--- src/rtl/afe_spi_pkg.sv ---
// Shared types and elaboration helpers for the AFE serial command master.
package afe_spi_pkg;

  localparam int AFE_SPI_MAX_WORD_W = 32;

  typedef enum logic [2:0] {
    IDLE,
    SETUP,
    SHIFT,
    HOLD,
    DEAD
  } afe_spi_state_t;

  function automatic bit afe_spi_params_ok(int word_w, int clk_div, int cs_setup,
                                           int cs_hold, int deadtime);
    return (word_w >= 2) && (word_w <= AFE_SPI_MAX_WORD_W) && (clk_div >= 1) &&
           (cs_setup >= 1) && (cs_hold >= 1) && (deadtime >= 0);
  endfunction

  function automatic int afe_spi_max3(int a, int b, int c);
    int m;
    m = (a > b) ? a : b;
    return (m > c) ? m : c;
  endfunction

endpackage

--- src/rtl/afe_spi_cmd_master_if.sv ---
// Command handshake between the register/sequencer logic and the AFE serial master.
interface afe_spi_cmd_master_if #(
  parameter int WORD_W = 20
);
  logic              cmd_valid;
  logic              cmd_ready;
  logic [WORD_W-1:0] cmd_data;

  modport master (output cmd_valid, output cmd_data, input cmd_ready);
  modport slave  (input cmd_valid, input cmd_data, output cmd_ready);
endinterface

--- src/rtl/afe_spi_sclk_gen.sv ---
// Divided serial clock for the AFE port: idles low, runs only while 'run' is high,
// and flags the clk edge on which sclk will rise or fall.
module afe_spi_sclk_gen #(
  parameter int CLK_DIV = 2
) (
  input  logic clk,
  input  logic reset_n,
  input  logic run,
  output logic sclk,
  output logic rise_stb,
  output logic fall_stb
);

  localparam int              PH_W    = $clog2(CLK_DIV + 1);
  localparam logic [PH_W-1:0] PH_LAST = PH_W'(CLK_DIV - 1);

  logic [PH_W-1:0] phase;
  logic            phase_end;

  // Strobes announce the toggle that happens on the coming clk edge.
  assign phase_end = run && (phase == PH_LAST);
  assign rise_stb  = phase_end && !sclk;
  assign fall_stb  = phase_end && sclk;

  // NOTE: sequential state uses non-blocking assignments so every register samples pre-edge values.
  always_ff @(posedge clk or negedge reset_n) begin
    if (!reset_n) begin
      phase <= '0;
      sclk  <= 1'b0;
    end else if (!run) begin
      phase <= '0;
      sclk  <= 1'b0;
    end else if (phase_end) begin
      phase <= '0;
      sclk  <= ~sclk;
    end else begin
      phase <= phase + 1'b1;
    end
  end

endmodule

--- src/rtl/afe_spi_cmd_master.sv ---
// Serial command master for the AFE control port (SPI mode 0, configurable bit order).
// Response capture on miso/rd_data is compiled in with AFE_SPI_READBACK_EN.
module afe_spi_cmd_master
  import afe_spi_pkg::*;
#(
  parameter int WORD_W    = 20,
  parameter int CLK_DIV   = 2,
  parameter int CS_SETUP  = 1,
  parameter int CS_HOLD   = 1,
  parameter int DEADTIME  = 2,
  parameter int MSB_FIRST = 1
) (
  input  logic              clk,
  input  logic              reset_n,
  input  logic              enable,
  afe_spi_cmd_master_if.slave cmd,
  output logic              busy,
  output logic              done,
  output logic              cs_n,
  output logic              sclk,
  output logic              mosi
`ifdef AFE_SPI_READBACK_EN
  ,
  input  logic              miso,
  output logic [WORD_W-1:0] rd_data
`endif
);

  localparam int BC_W  = $clog2(WORD_W);
  localparam int TMR_W = $clog2(afe_spi_max3(CS_SETUP, CS_HOLD, DEADTIME) + 1);

  localparam logic [BC_W-1:0]  BIT_LOAD   = BC_W'(WORD_W - 1);
  localparam logic [TMR_W-1:0] SETUP_LOAD = TMR_W'(CS_SETUP - 1);
  localparam logic [TMR_W-1:0] HOLD_LOAD  = TMR_W'(CS_HOLD - 1);
  localparam logic [TMR_W-1:0] DEAD_LOAD  = (DEADTIME > 0) ? TMR_W'(DEADTIME - 1) : '0;

  if (!afe_spi_params_ok(WORD_W, CLK_DIV, CS_SETUP, CS_HOLD, DEADTIME)) begin : g_param_check
    $error("afe_spi_cmd_master: illegal parameter set");
  end

  afe_spi_state_t    state;
  logic [BC_W-1:0]   bit_cnt;
  logic [TMR_W-1:0]  tmr;
  logic [WORD_W-1:0] tx_sr;
  logic              accept;
  logic              hold_end;
  logic              rise_stb;
  logic              fall_stb;

  assign cmd.cmd_ready = (state == IDLE) && enable;
  assign accept        = cmd.cmd_valid && (state == IDLE) && enable;
  assign hold_end      = (state == HOLD) && (tmr == '0);

  afe_spi_sclk_gen #(
    .CLK_DIV (CLK_DIV)
  ) u_sclk_gen (
    .clk      (clk),
    .reset_n  (reset_n),
    .run      (state == SHIFT),
    .sclk     (sclk),
    .rise_stb (rise_stb),
    .fall_stb (fall_stb)
  );

  always_ff @(posedge clk or negedge reset_n) begin
    if (!reset_n) begin
      state   <= IDLE;
      bit_cnt <= '0;
      tmr     <= '0;
      cs_n    <= 1'b1;
      mosi    <= 1'b0;
      done    <= 1'b0;
      busy    <= 1'b0;
    end else begin
      done <= 1'b0;
      unique case (state)
        IDLE: begin
          if (accept) begin
            state   <= SETUP;
            cs_n    <= 1'b0;
            busy    <= 1'b1;
            mosi    <= (MSB_FIRST != 0) ? cmd.cmd_data[WORD_W-1] : cmd.cmd_data[0];
            bit_cnt <= BIT_LOAD;
            tmr     <= SETUP_LOAD;
          end
        end
        SETUP: begin
          if (tmr == '0) state <= SHIFT;
          else           tmr   <= tmr - 1'b1;
        end
        SHIFT: begin
          // The final falling edge ends the word; mosi keeps the last bit.
          if (fall_stb) begin
            if (bit_cnt == '0) begin
              state <= HOLD;
              tmr   <= HOLD_LOAD;
            end else begin
              bit_cnt <= bit_cnt - 1'b1;
              mosi    <= (MSB_FIRST != 0) ? tx_sr[WORD_W-2] : tx_sr[1];
            end
          end
        end
        HOLD: begin
          if (hold_end) begin
            cs_n <= 1'b1;
            done <= 1'b1;
            if (DEADTIME > 0) begin
              state <= DEAD;
              tmr   <= DEAD_LOAD;
            end else begin
              state <= IDLE;
              busy  <= 1'b0;
            end
          end else begin
            tmr <= tmr - 1'b1;
          end
        end
        DEAD: begin
          if (tmr == '0) begin
            state <= IDLE;
            busy  <= 1'b0;
          end else begin
            tmr <= tmr - 1'b1;
          end
        end
        default: state <= IDLE;
      endcase
    end
  end

  // NOTE: the shift register has no reset; it is always loaded on accept before any bit is used.
  always_ff @(posedge clk) begin
    if (accept) begin
      tx_sr <= cmd.cmd_data;
    end else if ((state == SHIFT) && fall_stb && (bit_cnt != '0)) begin
      tx_sr <= (MSB_FIRST != 0) ? {tx_sr[WORD_W-2:0], 1'b0} : {1'b0, tx_sr[WORD_W-1:1]};
    end
  end

`ifdef AFE_SPI_READBACK_EN
  logic [WORD_W-1:0] rx_sr;

  // Response bits are assembled in the same order the command bits leave.
  always_ff @(posedge clk) begin
    if (rise_stb) begin
      rx_sr <= (MSB_FIRST != 0) ? {rx_sr[WORD_W-2:0], miso} : {miso, rx_sr[WORD_W-1:1]};
    end
  end

  always_ff @(posedge clk or negedge reset_n) begin
    if (!reset_n)      rd_data <= '0;
    else if (hold_end) rd_data <= rx_sr;
  end
`else
  logic unused_rise_stb;
  assign unused_rise_stb = rise_stb;
`endif

endmodule

--- src/flat_wrapper.sv ---
// flat-port wrapper written by rule: the top's interface ports become plain ports
module afe_spi_cmd_master_flat import afe_spi_pkg::*;
#(
  parameter int WORD_W    = 20,
  parameter int CLK_DIV   = 2,
  parameter int CS_SETUP  = 1,
  parameter int CS_HOLD   = 1,
  parameter int DEADTIME  = 2,
  parameter int MSB_FIRST = 1
)
  (clk, reset_n, enable, busy, done, cs_n, sclk, mosi, cmd_cmd_valid, cmd_cmd_data, cmd_cmd_ready);
  afe_spi_cmd_master_if #(.WORD_W(WORD_W)) cmd_i ();
  input  logic clk;
  input  logic reset_n;
  input  logic enable;
  output logic busy;
  output logic done;
  output logic cs_n;
  output logic sclk;
  output logic mosi;
  input wire logic [$bits(cmd_i.cmd_valid)-1:0] cmd_cmd_valid;
  input wire logic [$bits(cmd_i.cmd_data)-1:0] cmd_cmd_data;
  output wire logic [$bits(cmd_i.cmd_ready)-1:0] cmd_cmd_ready;
  assign cmd_i.cmd_valid = cmd_cmd_valid;
  assign cmd_i.cmd_data = cmd_cmd_data;
  assign cmd_cmd_ready = cmd_i.cmd_ready;
  afe_spi_cmd_master #(.WORD_W(WORD_W), .CLK_DIV(CLK_DIV), .CS_SETUP(CS_SETUP), .CS_HOLD(CS_HOLD), .DEADTIME(DEADTIME), .MSB_FIRST(MSB_FIRST)) u_core (.clk(clk), .reset_n(reset_n), .enable(enable), .cmd(cmd_i), .busy(busy), .done(done), .cs_n(cs_n), .sclk(sclk), .mosi(mosi));
endmodule
--- config.mk ---
export PLATFORM = sky130hd
export DESIGN_NAME = afe_spi_cmd_master_flat
export DESIGN_NICKNAME = d
export VERILOG_FILES = /design/src/rtl/afe_spi_pkg.sv /design/src/rtl/afe_spi_cmd_master_if.sv /design/src/rtl/afe_spi_sclk_gen.sv /design/src/rtl/afe_spi_cmd_master.sv /design/src/flat_wrapper.sv
export SDC_FILE = /design/constraint.sdc
export NUM_CORES = 1
export LEC_CHECK = 0
export CORE_ASPECT_RATIO = 0.75
export CORE_MARGIN = 5
export CORE_UTILIZATION = 54
export CTS_BUF_LIST = sky130_fd_sc_hd__clkbuf_4
export DETAILED_ROUTE_END_ITERATION = 7
export GPL_TIMING_DRIVEN = 0
export PLACE_DENSITY = 0.81
export SYNTH_ARGS = -nofsm -noshare
export SYNTH_HDL_FRONTEND = slang
export SYNTH_HIERARCHICAL = 1
export SYNTH_SLANG_ARGS = --single-unit
--- constraint.sdc ---
create_clock -name clk -period 2.7 [get_ports clk]
set_input_delay 0.54 -clock clk [delete_from_list [all_inputs] [get_ports clk]]
set_output_delay 0.54 -clock clk [all_outputs]
set_load 0.05 [all_outputs]
=== Word-level counts from Yosys, hierarchy flattened ===
Cells that the tools add are included.

* Memories: 0
* Memory bits (read-only): 0
* Output and inout port bits: 6
* Register bits after elaboration: 36
* Latch bits: 0
* Bits in writable memories: 0

* Equal/unequal tests: 14
* Multiply operators: 0
* Reduce and logical (&&, ||, !) cells: 23
* Add/subtract/negate cells: 3
* $lt $le $gt $ge: 0
* Mux-type cells: 35
* Shift operators: 0
* Div/mod/pow operators: 0
* Bitwise logic cells: 1

{| class="wikitable"
|+ Operator list
! kind !! count
|-
| 19-bit 2-to-1 mux || 2
|-
| 3-bit 2-to-1 mux || 6
|-
| 5-bit 2-to-1 mux || 3
|-
| 3-bit case mux with 5 select lines || 1
|-
| 2-bit 2-to-1 mux || 7
|-
| 2-bit by 1-bit inequality test with 1-bit output (second input constant) || 7
|-
| 1-bit 2-to-1 mux || 11
|-
| 5-bit case mux with 2 select lines || 1
|-
| 1-bit logical AND || 8
|-
| 2-bit case mux with 4 select lines || 1
|-
| 2-bit nonzero test || 4
|-
| 3-bit by 2-bit == test with 1-bit output (second input constant) || 2
|-
| 1-bit case mux with 2 select lines || 3
|-
| 3-bit AND reduction || 2
|-
| 6-bit AND reduction || 1
|-
| 5-bit zero test || 1
|-
| 5-bit AND reduction || 1
|-
| 5-bit nonzero test || 1
|-
| 5-bit by 1-bit subtractor with 5-bit output (second input constant) || 1
|-
| 2-bit inequality test (second input constant) || 2
|-
| 4-bit AND reduction || 1
|-
| 4-bit nonzero test || 1
|-
| 3-bit by 1-bit == test with 1-bit output (second input constant) || 1
|-
| 3-bit == test (second input constant) || 1
|-
| 7 further kinds || 7
|}

=== Logic depth before layout (Yosys ltp) ===
Gate-level depths: netlist (run 1).

* Word-level depth: 7
* Mapped depth: 6
* Depth with buffers taken out: 5

=== Modules after synthesis ===
Netlist (run 1), hierarchy kept.

{| class="wikitable"
|+ Modules (own cells, without submodules)
! module !! area an instance (um^2) !! instances !! cells each
|-
| afe_spi_cmd_master || 1600.3 || 1 || 119
|-
| afe_spi_sclk_gen || 125.1 || 1 || 11
|}

=== Least setup slack after synthesis (run 1) ===
OpenSTA, ideal clock, no wires.

* Path kind: register to register
* Start point: register u_core.state[1]
* End point: register u_core.tx_sr[0] (enable)
* Clock period less this slack: 2399 ps
* Stages on the path, launching flop included: 7
* Setup slack: 301 ps
* Required time: 2326 ps
* Setup time: 374 ps
* Data arrival time: 2025 ps
* Cell sequence: dfrtp_1 -> buf_2 -> nor3b_1 -> and3_1 -> and4bb_2 -> a22oi_1 -> inv_1

* Longest elaborated chain between the ends: 6
* Elaborated cells on any way between the ends: 9
* Those cells by class: eq/ne (1); reduce/logical (8)

{| class="wikitable"
|+ RTL lines
! element !! RTL line !! RTL
|-
| start: declaration || afe_spi_cmd_master.sv:41 || <nowiki>afe_spi_state_t state;</nowiki>
|-
| start signal: assignment || afe_spi_cmd_master.sv:67 || <nowiki>state <= IDLE;</nowiki>
|-
| start signal: assignment || afe_spi_cmd_master.sv:79 || <nowiki>state <= SETUP;</nowiki>
|-
| start signal: assignment || afe_spi_cmd_master.sv:88 || <nowiki>if (tmr == '0) state <= SHIFT;</nowiki>
|-
| 3-bit by 2-bit == test with 1-bit output || afe_spi_cmd_master.sv:59 || <nowiki>.run (state == SHIFT),</nowiki>
|-
| 1-bit logical AND || afe_spi_sclk_gen.sv:21 || <nowiki>assign phase_end = run && (phase == PH_LAST);</nowiki>
|-
| 1-bit logical AND || afe_spi_sclk_gen.sv:23 || <nowiki>assign fall_stb = phase_end && sclk;</nowiki>
|-
| via u_core.fall_stb || afe_spi_cmd_master.sv:48 || <nowiki>logic fall_stb;</nowiki>
|-
| 1-bit logical AND (2 in a row) || afe_spi_cmd_master.sv:135 || <nowiki>end else if ((state == SHIFT) && fall_stb && (bit_cnt != '0)) begin</nowiki>
|-
| 2-bit nonzero test (no source line) || - ||
|-
| end signal: assignment || afe_spi_cmd_master.sv:134 || <nowiki>tx_sr <= cmd.cmd_data;</nowiki>
|-
| end signal: assignment || afe_spi_cmd_master.sv:136 || <nowiki>tx_sr <= (MSB_FIRST != 0) ? {tx_sr[WORD_W-2:0], 1'b0} : {1'b0, tx_sr[WORD_W-1:1]};</nowiki>
|-
| end: declaration || afe_spi_cmd_master.sv:44 || <nowiki>logic [WORD_W-1:0] tx_sr;</nowiki>
|}

The timed path passes the listed nets, and every way through them passes these cells.
A chain may end at the register's enable or synchronous reset.

=== Worst setup path in the final report (run 1) ===
* Start point: input port enable
* End point: output port cmd_cmd_ready

* Longest elaborated chain between the ends: 1

{| class="wikitable"
|+ RTL lines
! element !! RTL line !! RTL
|-
| start: declaration || flat_wrapper.sv:15 || <nowiki>input logic enable;</nowiki>
|-
| 1-bit logical AND || afe_spi_cmd_master.sv:50 || <nowiki>assign cmd.cmd_ready = (state == IDLE) && enable;</nowiki>
|-
| end: declaration || flat_wrapper.sv:23 || <nowiki>output wire logic [$bits(cmd_i.cmd_ready)-1:0] cmd_cmd_ready;</nowiki>
|}

No other way between the ends.

==> metrics, run 1 <==
status=finished, final reports clean; H-Tree Depth=2; sw frac=35.9%; RSZ-0062 raised after global routing=no; Worst Reg-to-Reg Cells=7; Reg power frac=roughly 44%; clock network fraction of total power=16.4%; worst reg-to-reg setup slack=0.27 ns; initial antenna violation count=0; Top delay family on crit path=buffers and inverters; buffers and inverters on the worst path=2; combinational power share=39.5%; worst hold endpoint=u_core/u_sclk_gen/phase[0]$_DFF_PN0_; CTS tree=done; hold wc startpoint=u_core/u_sclk_gen/phase[0]$_DFF_PN0_; Detail Placement HPWL=between 2 and 3 mm; first-pass iteration count of the detailed router=4; leakage=around 0.82 nW; clock latency on the worst-skew pair=~0.34 ns; hold path cells=1; std cell rows=17; Syn-to-layout area delta=24.6%; core area=~3000 um^2; Final min period=2.53 ns; worst-path cell chain=clkdlybuf4s50_1 -> nor4b_4 -> dlygate4sd2_1; Final setup viols=0; Avg Vias per Cell=5.75; Crit Path Category=primary input to output pin; vias in the first global route=between 1000 and 1500; Worst path depth=3; Post-Route WL=3.42 mm; measured slew at the worst slew-check pin=0.728 ns; grt ovf=0; DRC Markers=0; DIE WIDTH=75.2 um; Critical-path top delay cell=dlygate4sd2_1; Final nets=192; Clock Sinks=36; Final GP Congestion=between 0.7 and 0.8; worst-path maximum fanout=7; average cell area after synthesis=between 10 and 15 um^2; Max-cap violations=0; DP Worst Slack=-0.180 ns; Worst EP arrival=~2.0 ns; Max-slew headroom=about half; Final ANT Viol Nets=0; worst r2r src=u_core/state[1]$_DFFE_PN0P_; RR Endpoint=u_core/tx_sr[11]$_DFFE_PP_; CP startpoint kind=primary input; Power Internal=0.00114 W; worst hold path class=flop to flop; clk root buf=clkbuf_4; # hold bufs at CTS=0; Psw=roughly 0.00064 W; Required @ worst endpoint=between 2 and 2.5 ns; Net Count, Synth=~160; Iter 0 DRT Violations=slightly above 60; largest net degree at the start of global routing=20; routed vias=1178; synth warn=6; Cells after Synth=129; Setup crit end kind=output pin; PortBufs=29; total power per unit cell area=832 nW/um^2; Slowest Stage Delay on Critical Path=between 0.5 and 0.6 ns; Diodes inserted=0; Peak VDD IR=0.612 mV; DR WL/cell=16.7 um; part of the cycle the worst path needs=93.8%; Fin Setup TNS=0 ns; PnR worst setup slack=between 0.15 and 0.2 ns; Synth Cell Area=roughly 1700 um^2; clk buf depth=2; Fillers=about 210; Final Hold Vio Count=0; Worst-path clk slew=0.10 ns; DIE AREA=4430 um^2; first-pass GRT wire length=roughly 5.7 mm; Post-Route Skew=around 0.015 ns; IO Pins=30; all-layer global routing usage=between 15 and 20%; CTS Buf Count=5; Starting Density=roughly 57%; share of post-route cells with drive strength above 1=about 26%; achievable frequency=between 300 and 400 MHz; max-slew violations=0; die height=roughly 59 um
## metrics by stage
step                power (W)  cell area, um^2  instances  utilization [%]  hold WS (ns)
finish                0.00178             2140        205             71.5         0.487
global route          0.00190             2140        205             71.5         0.508
CTS                   0.00179             2120        204             70.8         0.481
detailed placement    0.00149             2060        196             68.7         0.467
global placement      0.00145             2060        196             68.7         0.443
floorplan             0.00128             1720        129                -         0.244
## placed cells by master, fill, tap and decap left out, types with 2 or more instances in the layout
cell type / instances
clkdlybuf4s50_1: 28
mux2_2: 19
edfxtp_1: 19
dfrtp_1: 16
inv_1: 8
clkbuf_4: 7
buf_2: 5
nand2_1: 5
a21oi_1: 4
nor2_1: 3
a22oi_1: 2
a32o_1: 2
o21a_1: 2
a211oi_1: 2
nor3_1: 2
nand3_1: 2
nand3b_1: 2
and3_1: 2
ha_1: 2
## per-layer routing
layer / GRT usage, % / vias up / routed length [um]
met1: 22.9 / 584 / 1520
met2: 27.8 / 30 / 1690
li1: - / 562 / -
met3: 4.61 / 2 / 167
met5: 0 / - / 0
met4: 5.99 / 0 / 34
## flip-flops by register name, indices dropped and copies added, names as in the netlist
| name | flops |
|---|---|
| u_core/bit_cnt | 5 |
| u_core/busy | 1 |
| u_core/cs_n | 1 |
| u_core/done | 1 |
| u_core/mosi | 1 |
| u_core/state | 3 |
| u_core/tmr | 2 |
| u_core/tx_sr | 19 |
| u_core/u_sclk_gen/phase | 2 |
| u_core/u_sclk_gen/sclk | 1 |
## worst max-delay path by stage
| stage | startpoint | to | slack, ns |
|---|---|---|---|
| floorplan | u_core/state[1]$_DFFE_PN0P_ | u_core/tx_sr[0]$_SDFFCE_PN0P_ | 0.30 |
| global placement | enable | cmd_cmd_ready | -0.13 |
| detailed placement | u_core/state[1]$_DFFE_PN0P_ | u_core/tx_sr[8]$_DFFE_PP_ | -0.18 |
| CTS | u_core/state[1]$_DFFE_PN0P_ | u_core/tx_sr[10]$_DFFE_PP_ | 0.08 |
| global route | enable | cmd_cmd_ready | 0.11 |
| finish | enable | cmd_cmd_ready | 0.17 |
## final cells by class
class	instances	area (um^2)	share of cell area [%]
Sequential cell	36	997	46.5
Buffer	6	28.8	1.34
Tap cell	38	47.5	2.22
Clock buffer	7	52.6	2.45
Inverter	9	37.5	1.75
Clock inverter	1	5.00	0.233
Multi-Input combinational cell	78	667	31.1
Timing Repair Buffer	30	309	14.4
## timing repair
action / CTS / global route
setup buffers: 0 / 1
endpoints found under the setup margin: 20 / 19
pin swaps: 0 / 0
gates cloned: 0 / 0
gates resized for setup: 3 / 0
## power groups by stage
stage / clock network, W / registers (W) / logic (W)
floorplan: 0 / 0.000882 / 0.000398
global placement: 0 / 0.000790 / 0.000655
detailed placement: 0 / 0.000799 / 0.000689
CTS: 0.000302 / 0.000789 / 0.000695
global route: 0.000328 / 0.000803 / 0.000770
finish: 0.000292 / 0.000788 / 0.000704
Note: power is estimated with default switching activity, not from simulation.
==> run 2, diff against run 1 <==
--- a/config.mk
+++ b/config.mk
@@ -5,8 +5,9 @@
 export SDC_FILE = /design/constraint.sdc
 export NUM_CORES = 1
 export LEC_CHECK = 0
+export ABC_AREA = 1
 export CORE_ASPECT_RATIO = 0.75
-export CORE_MARGIN = 5
+export CORE_MARGIN = 3
 export CORE_UTILIZATION = 54
 export CTS_BUF_LIST = sky130_fd_sc_hd__clkbuf_4
 export DETAILED_ROUTE_END_ITERATION = 7
==> metrics, run 2 <==
IO Pins=30 (unchanged); grt ovf=0 (unchanged); DP Area=2080 um^2 (+1.2%); Worst EP arrival=1.99 ns (about the same); achievable frequency=395 MHz (about the same); Crit Path Category=primary input to output pin; Psw=0.000779 W (+22%); initial antenna violation count=0 (unchanged); CP startpoint kind=primary input; Net Count, Synth=226 (+46%); core area=3020 um^2 (+0.71%); hold wc startpoint=u_core/tmr[0]$_DFFE_PN0P_; worst hold path class=flop to flop; Setup crit end kind=output pin; DR WL/cell=11.4 um (-31%); Peak VDD IR=0.585 mV (-4.3%); clk root buf=clkbuf_4; Required @ worst endpoint=2.16 ns (about the same); clk buf depth=2 (unchanged); area taken by multi-input logic gates=628 um^2 (-5.8%); sw frac=41.3% (+5.4 points); Fin Hold WS=0.489 ns (+0.00197 ns); Final ANT Viol Nets=0 (unchanged); first-pass iteration count of the detailed router=4 (unchanged); number of placed instances, taps included=267 (+36%); Final Hold Vio Count=0 (unchanged); DIE AREA=3960 um^2 (-11%); die height=55.2 um (-6.2%); post-route core utilization=70.7% (-0.83 points); std cell rows=17 (unchanged); Slowest Stage Delay on Critical Path=0.80 ns (+0.21 ns); measured slew at the worst slew-check pin=0.775 ns (+0.0462 ns); worst-path cell chain=clkdlybuf4s50_1 -> inv_1 -> nor2_1 -> clkdlybuf4s50_1; max reg flops=19 (unchanged); Final setup viols=0 (unchanged); Final nets=262 (+36%); share of post-route cells with drive strength above 1=10.5% (-15 points); Reg power frac=42.9% (-1.3 points); Post-Layout Cell Count=275 (+34%); Critical-path top delay cell=clkdlybuf4s50_1; Diodes inserted=0 (unchanged); H-Tree Depth=2 (unchanged); setup bufs post-CTS=0 (unchanged); total power per unit cell area=884 nW/um^2 (+6.2%); Final GP Congestion=0.836 (+10%); Starting Density=57.8% (+0.38 points); Cells after Synth=200 (+55%); first-pass GRT wire length=5.44 mm (-4.4%); max-slew violations=0 (unchanged); largest registers=u_core/tx_sr: 19 flops, u_core/bit_cnt: 5 flops, u_core/state: 3 flops; all-layer global routing usage=17.6% (+0.26 points); PortBufs=29 (unchanged); Syn-to-layout area delta=22.3%; Power Internal=0.00111 W (-3.2%); Max-slew headroom=48.2% (-3.1 points); DIE WIDTH=71.7 um (-4.7%); most common cell after layout, fill and taps aside=nand2_1; post-cts resize count=0 (-3); leakage=1.00 nW (+22%); # hold bufs at CTS=0 (unchanged); average cell area after synthesis=8.73 um^2 (-35%); CTS Buf Count=5 (unchanged); cell mode on critical path=clkdlybuf4s50_1; Fin Setup TNS=0 ns (unchanged); buffers and inverters on the worst path=3 (+1); clock latency on the worst-skew pair=0.34 ns (about the same); synth warn=6 (unchanged); Top reg by flops=u_core/tx_sr; Synth Cell Area=1750 um^2 (+1.4%); Max-cap violations=0 (unchanged); Iter 0 DRT Violations=75 (+23%); combinational power share=43.1% (+3.6 points); routed vias=1348 (+14%); part of the cycle the worst path needs=93.8% (about the same); Avg Vias per Cell=4.90 (-15%); Final min period=2.53 ns (+0.000459 ns); Clock Sinks=36 (unchanged); critical path launch point=enable; Detail Placement HPWL=2.32 mm (-8.7%); DRC Markers=0 (unchanged); Fillers=232 (+12%); vias in the first global route=1287 (+7.6%); fin area=2130 um^2 (-0.47%); worst r2r src=u_core/state[2]$_DFFE_PN0P_; Post-Route Skew=0.00613 ns (-0.00865 ns); worst-path maximum fanout=2 (-5); Top delay family on crit path=buffers and inverters; Worst-path clk slew=0.10 ns (about the same); clock network fraction of total power=14.1% (-2.3 points); Register Area=997 um^2 (unchanged); CTS tree=done; most frequent cells in the layout=nand2_1, clkdlybuf4s50_1, edfxtp_1; Post-Route WL=3.14 mm (-8.1%); worst reg-to-reg setup slack=0.65 ns (+0.38 ns); largest net degree at the start of global routing=21 (+5.0%); status=finished, final reports clean; RSZ-0062 raised after global routing=no
[run 2: worst register-to-register path, cell delays in order (launching register included)]
cell and delay [ns]:
dfrtp_1 0.42, inv_2 0.11, nand2_1 0.07, nor2_2 0.25, nand2_1 0.11, nor2_1 0.12
inv_1 0.08, nor2_4 0.15, nor2_4 0.08, inv_2 0.32
[run 2: final cells by class]
| type | count | share of cell area [%] |
|---|---|---|
| plain buffers | 4 | 1.93 |
| inverters | 21 | 3.69 |
| flip-flops and latches | 36 | 46.7 |
| clock inverters | 3 | 0.645 |
| multi-input cells | 139 | 29.4 |
| clock buffers | 5 | 1.76 |
| well taps | 38 | 2.23 |
| repair buffers | 29 | 13.6 |
[run 2: path summary, 6_finish.rpt]
check,cells past startpoint,end
hold / removal,2,u_core/tmr[0]$_DFFE_PN0P_
min in group asynchronous,1,u_core/bit_cnt[3]$_DFFE_PN0P_
setup / recovery,4,cmd_cmd_ready
setup reg to reg,9,u_core/tx_sr[15]$_DFFE_PP_
hold reg to reg,2,u_core/tmr[0]$_DFFE_PN0P_
max in group asynchronous,1,u_core/state[0]$_DFFE_PN0P_
[run 2: metrics by stage]
step / power (W) / worst slack (ns)
after floorplan: 0.00140 / 0.853
after global placement: 0.00160 / 0.159
after detailed placement: 0.00163 / 0.158
after CTS: 0.00190 / 0.157
after global routing: 0.00203 / 0.110
final: 0.00189 / 0.167
[run 2: metal layers]
layer | up-vias | GRT usage [%] | wire [um]
li1 | 700 | - | -
met1 | 614 | 23.0 | 1520
met2 | 27 | 27.6 | 1430
met3 | 7 | 5.27 | 137
met4 | 0 | 6.70 | 51
met5 | - | 0 | 0
[run 2: power by group through the flow]
| stage | logic, W | clock network, W | registers (W) |
|---|---|---|---|
| final | 0.000812 | 0.000266 | 0.000809 |
| after global routing | 0.000908 | 0.000295 | 0.000822 |
| after CTS | 0.000818 | 0.000276 | 0.000809 |
| after detailed placement | 0.000814 | 0 | 0.000820 |
| after global placement | 0.000784 | 0 | 0.000819 |
| after floorplan | 0.000497 | 0 | 0.000908 |
==> run 3, diff against run 2 <==
--- a/config.mk
+++ b/config.mk
@@ -5,7 +5,7 @@
 export SDC_FILE = /design/constraint.sdc
 export NUM_CORES = 1
 export LEC_CHECK = 0
-export ABC_AREA = 1
+export ABC_AREA = 0
 export CORE_ASPECT_RATIO = 0.75
 export CORE_MARGIN = 3
 export CORE_UTILIZATION = 54
==> constraint.sdc (replaced) <==
create_clock -name clk -period 2.6 [get_ports clk]
set_input_delay 0.52 -clock clk [delete_from_list [all_inputs] [get_ports clk]]
set_output_delay 0.52 -clock clk [all_outputs]
set_load 0.05 [all_outputs]
==> metrics, run 3 (synthesis results as in run 1) <==
measured slew at the worst slew-check pin=0.760 ns (-0.0148 ns); Peak VDD IR=0.584 mV (-0.17%); Final nets=193 (-26%); M1 wire length=1.54 mm (+1.1%); Final setup viols=0 (unchanged); Post-Route WL=3.30 mm (+5.0%); RR Endpoint=u_core/tx_sr[9]$_DFFE_PP_; Crit Path Category=primary input to output pin; CTS Buf Count=5 (unchanged); Setup crit end kind=output pin; Top Metal Used=met4; all-layer global routing usage=18.9% (+1.2 points); Total Power=0.00194 W (+2.7%); hold path cells=1 (-1); worst hold endpoint=u_core/u_sclk_gen/phase[0]$_DFF_PN0_; IO Pins=30 (unchanged); clock latency on the worst-skew pair=0.35 ns (about the same); clk buf depth=2 (unchanged); total power per unit cell area=896 nW/um^2 (+1.4%); max-slew violations=0 (unchanged); Syn-to-layout area delta=25.6%; RSZ-0062 raised after global routing=no; part of the cycle the worst path needs=approximately 95%; Worst-path clk slew=0.11 ns (about the same); Iter 0 DRT Violations=65 (-13%); DIE AREA=3910 um^2 (-1.2%); CTS tree=done; largest net degree at the start of global routing=18 (-14%); clk root buf=clkbuf_4; Max-slew headroom=49.2% (+0.99 points); Final GP Congestion=0.764 (-8.6%); DP Area=2060 um^2 (-1.1%); buffers and inverters on the worst path=2 (-1); Avg Vias per Cell=5.73 (+17%); CP startpoint kind=primary input; Required @ worst endpoint=2.08 ns (-0.08 ns); grt ovf=0 (unchanged); first-pass iteration count of the detailed router=4 (unchanged); Worst EP arrival=1.96 ns (-0.03 ns); Critical-path top delay cell=dlygate4sd2_1; worst-path cell chain=clkdlybuf4s50_1 -> nor4b_4 -> dlygate4sd2_1; Slowest Stage Delay on Critical Path=0.59 ns (-0.21 ns); largest registers=u_core/tx_sr: 19 flops, u_core/bit_cnt: 5 flops, u_core/state: 3 flops; DR WL/cell=16.0 um (+40%); routed wl met3=194 um (+42%); Diodes inserted=0 (unchanged); Post-Route Skew=0.0124 ns (+0.00632 ns); fin area=2160 um^2 (+1.3%); DRC Markers=0 (unchanged); most common cell after layout, fill and taps aside=clkdlybuf4s50_1; Worst Reg-to-Reg Cells=7 (-2); worst-path maximum fanout=7 (+5); PortBufs=29 (unchanged); worst reg-to-reg setup slack=0.12 ns (-0.53 ns); Max-cap violations=0 (unchanged); first-pass GRT wire length=5.45 mm (+0.26%); routed vias=1181 (-12%); achievable frequency=403 MHz; initial antenna violation count=0 (unchanged); wire length on met2=1.53 mm (+6.8%); max reg flops=19 (unchanged); hold wc startpoint=u_core/u_sclk_gen/phase[0]$_DFF_PN0_; worst r2r src=u_core/state[1]$_DFFE_PN0P_; Top reg by flops=u_core/tx_sr; Final min period=around 2.5 ns; post-route core utilization=72.1% (+1.4 points); Fin Hold WS=0.483 ns (-0.00581 ns); status=finished, final reports clean; std cell rows=17 (unchanged); vias in the first global route=1217 (-5.4%); most frequent cells in the layout=clkdlybuf4s50_1, mux2_2, edfxtp_1; Clock Sinks=36 (unchanged); worst hold path class=flop to flop; DIE WIDTH=71.2 um (-0.63%); share of post-route cells with drive strength above 1=26.2% (+16 points); Top delay family on crit path=buffers and inverters; leakage=0.829 nW (-17%); Detail Placement HPWL=2.42 mm (+4.4%); Starting Density=57.4% (-0.38 points); die height=54.9 um (-0.61%); Final Hold Vio Count=0 (unchanged); H-Tree Depth=2 (unchanged); core area=3000 um^2 (-0.70%); Final ANT Viol Nets=0 (unchanged)
==> run 3: worst max-delay path by stage <==
stage,to,startpoint,cells after the start,slack (ns)
floorplan,u_core/tx_sr[0]$_SDFFCE_PN0P_,u_core/state[1]$_DFFE_PN0P_,6,0.20
global placement,u_core/tx_sr[10]$_DFFE_PP_,u_core/state[1]$_DFFE_PN0P_,6,-0.21
detailed placement,u_core/tx_sr[12]$_DFFE_PP_,u_core/state[1]$_DFFE_PN0P_,6,-0.35
CTS,cmd_cmd_ready,enable,3,0.1
global route,u_core/tx_sr[8]$_DFFE_PP_,u_core/state[1]$_DFFE_PN0P_,7,0.02
finish,cmd_cmd_ready,enable,3,0.12
==> run 3: layout make-up <==
class                      count  area [um^2]
inverter                       9         37.5
buffer                         6         28.8
tap                           38         47.5
timing repair buffer          31          304
multi-input combinational     78          667
sequential                    36          997
clock inverter                 3         42.5
clock buffer                   5         37.5
fill                         208          837
==> run 3: report_power, final <==
| group | switching, W | internal (W) |
|---|---|---|
| Sequential | 0.0000747 | 0.000742 |
| Combinational | 0.000408 | 0.000315 |
| Clock | 0.000197 | 0.000200 |
| Total | 0.000680 | 0.00126 |
==> run 3: layer usage <==
layer / up-vias / GRT usage (%)
li1: 563 / -
met1: 577 / 24.7
met2: 36 / 28.7
met3: 5 / 7.04
met4: 0 / 7.81
met5: - / 0
==> run 3: through the flow <==
step / std cells / setup slack (ns) / TNS [ns]
after floorplan: 129 / 0.201 / 0
after global placement: 196 / -0.210 / -4.16
after detailed placement: 196 / -0.354 / -6.92
after CTS: 206 / 0.0990 / 0
after global routing: 206 / 0.0216 / 0
final: 206 / 0.118 / 0
==> run 3: repair_timing <==
action                     CTS  global route
setup endpoints to repair   20             0
hold endpoints to repair     0             0
hold buffers                 0             0
buffers inserted             2             0
resized for setup            3             0
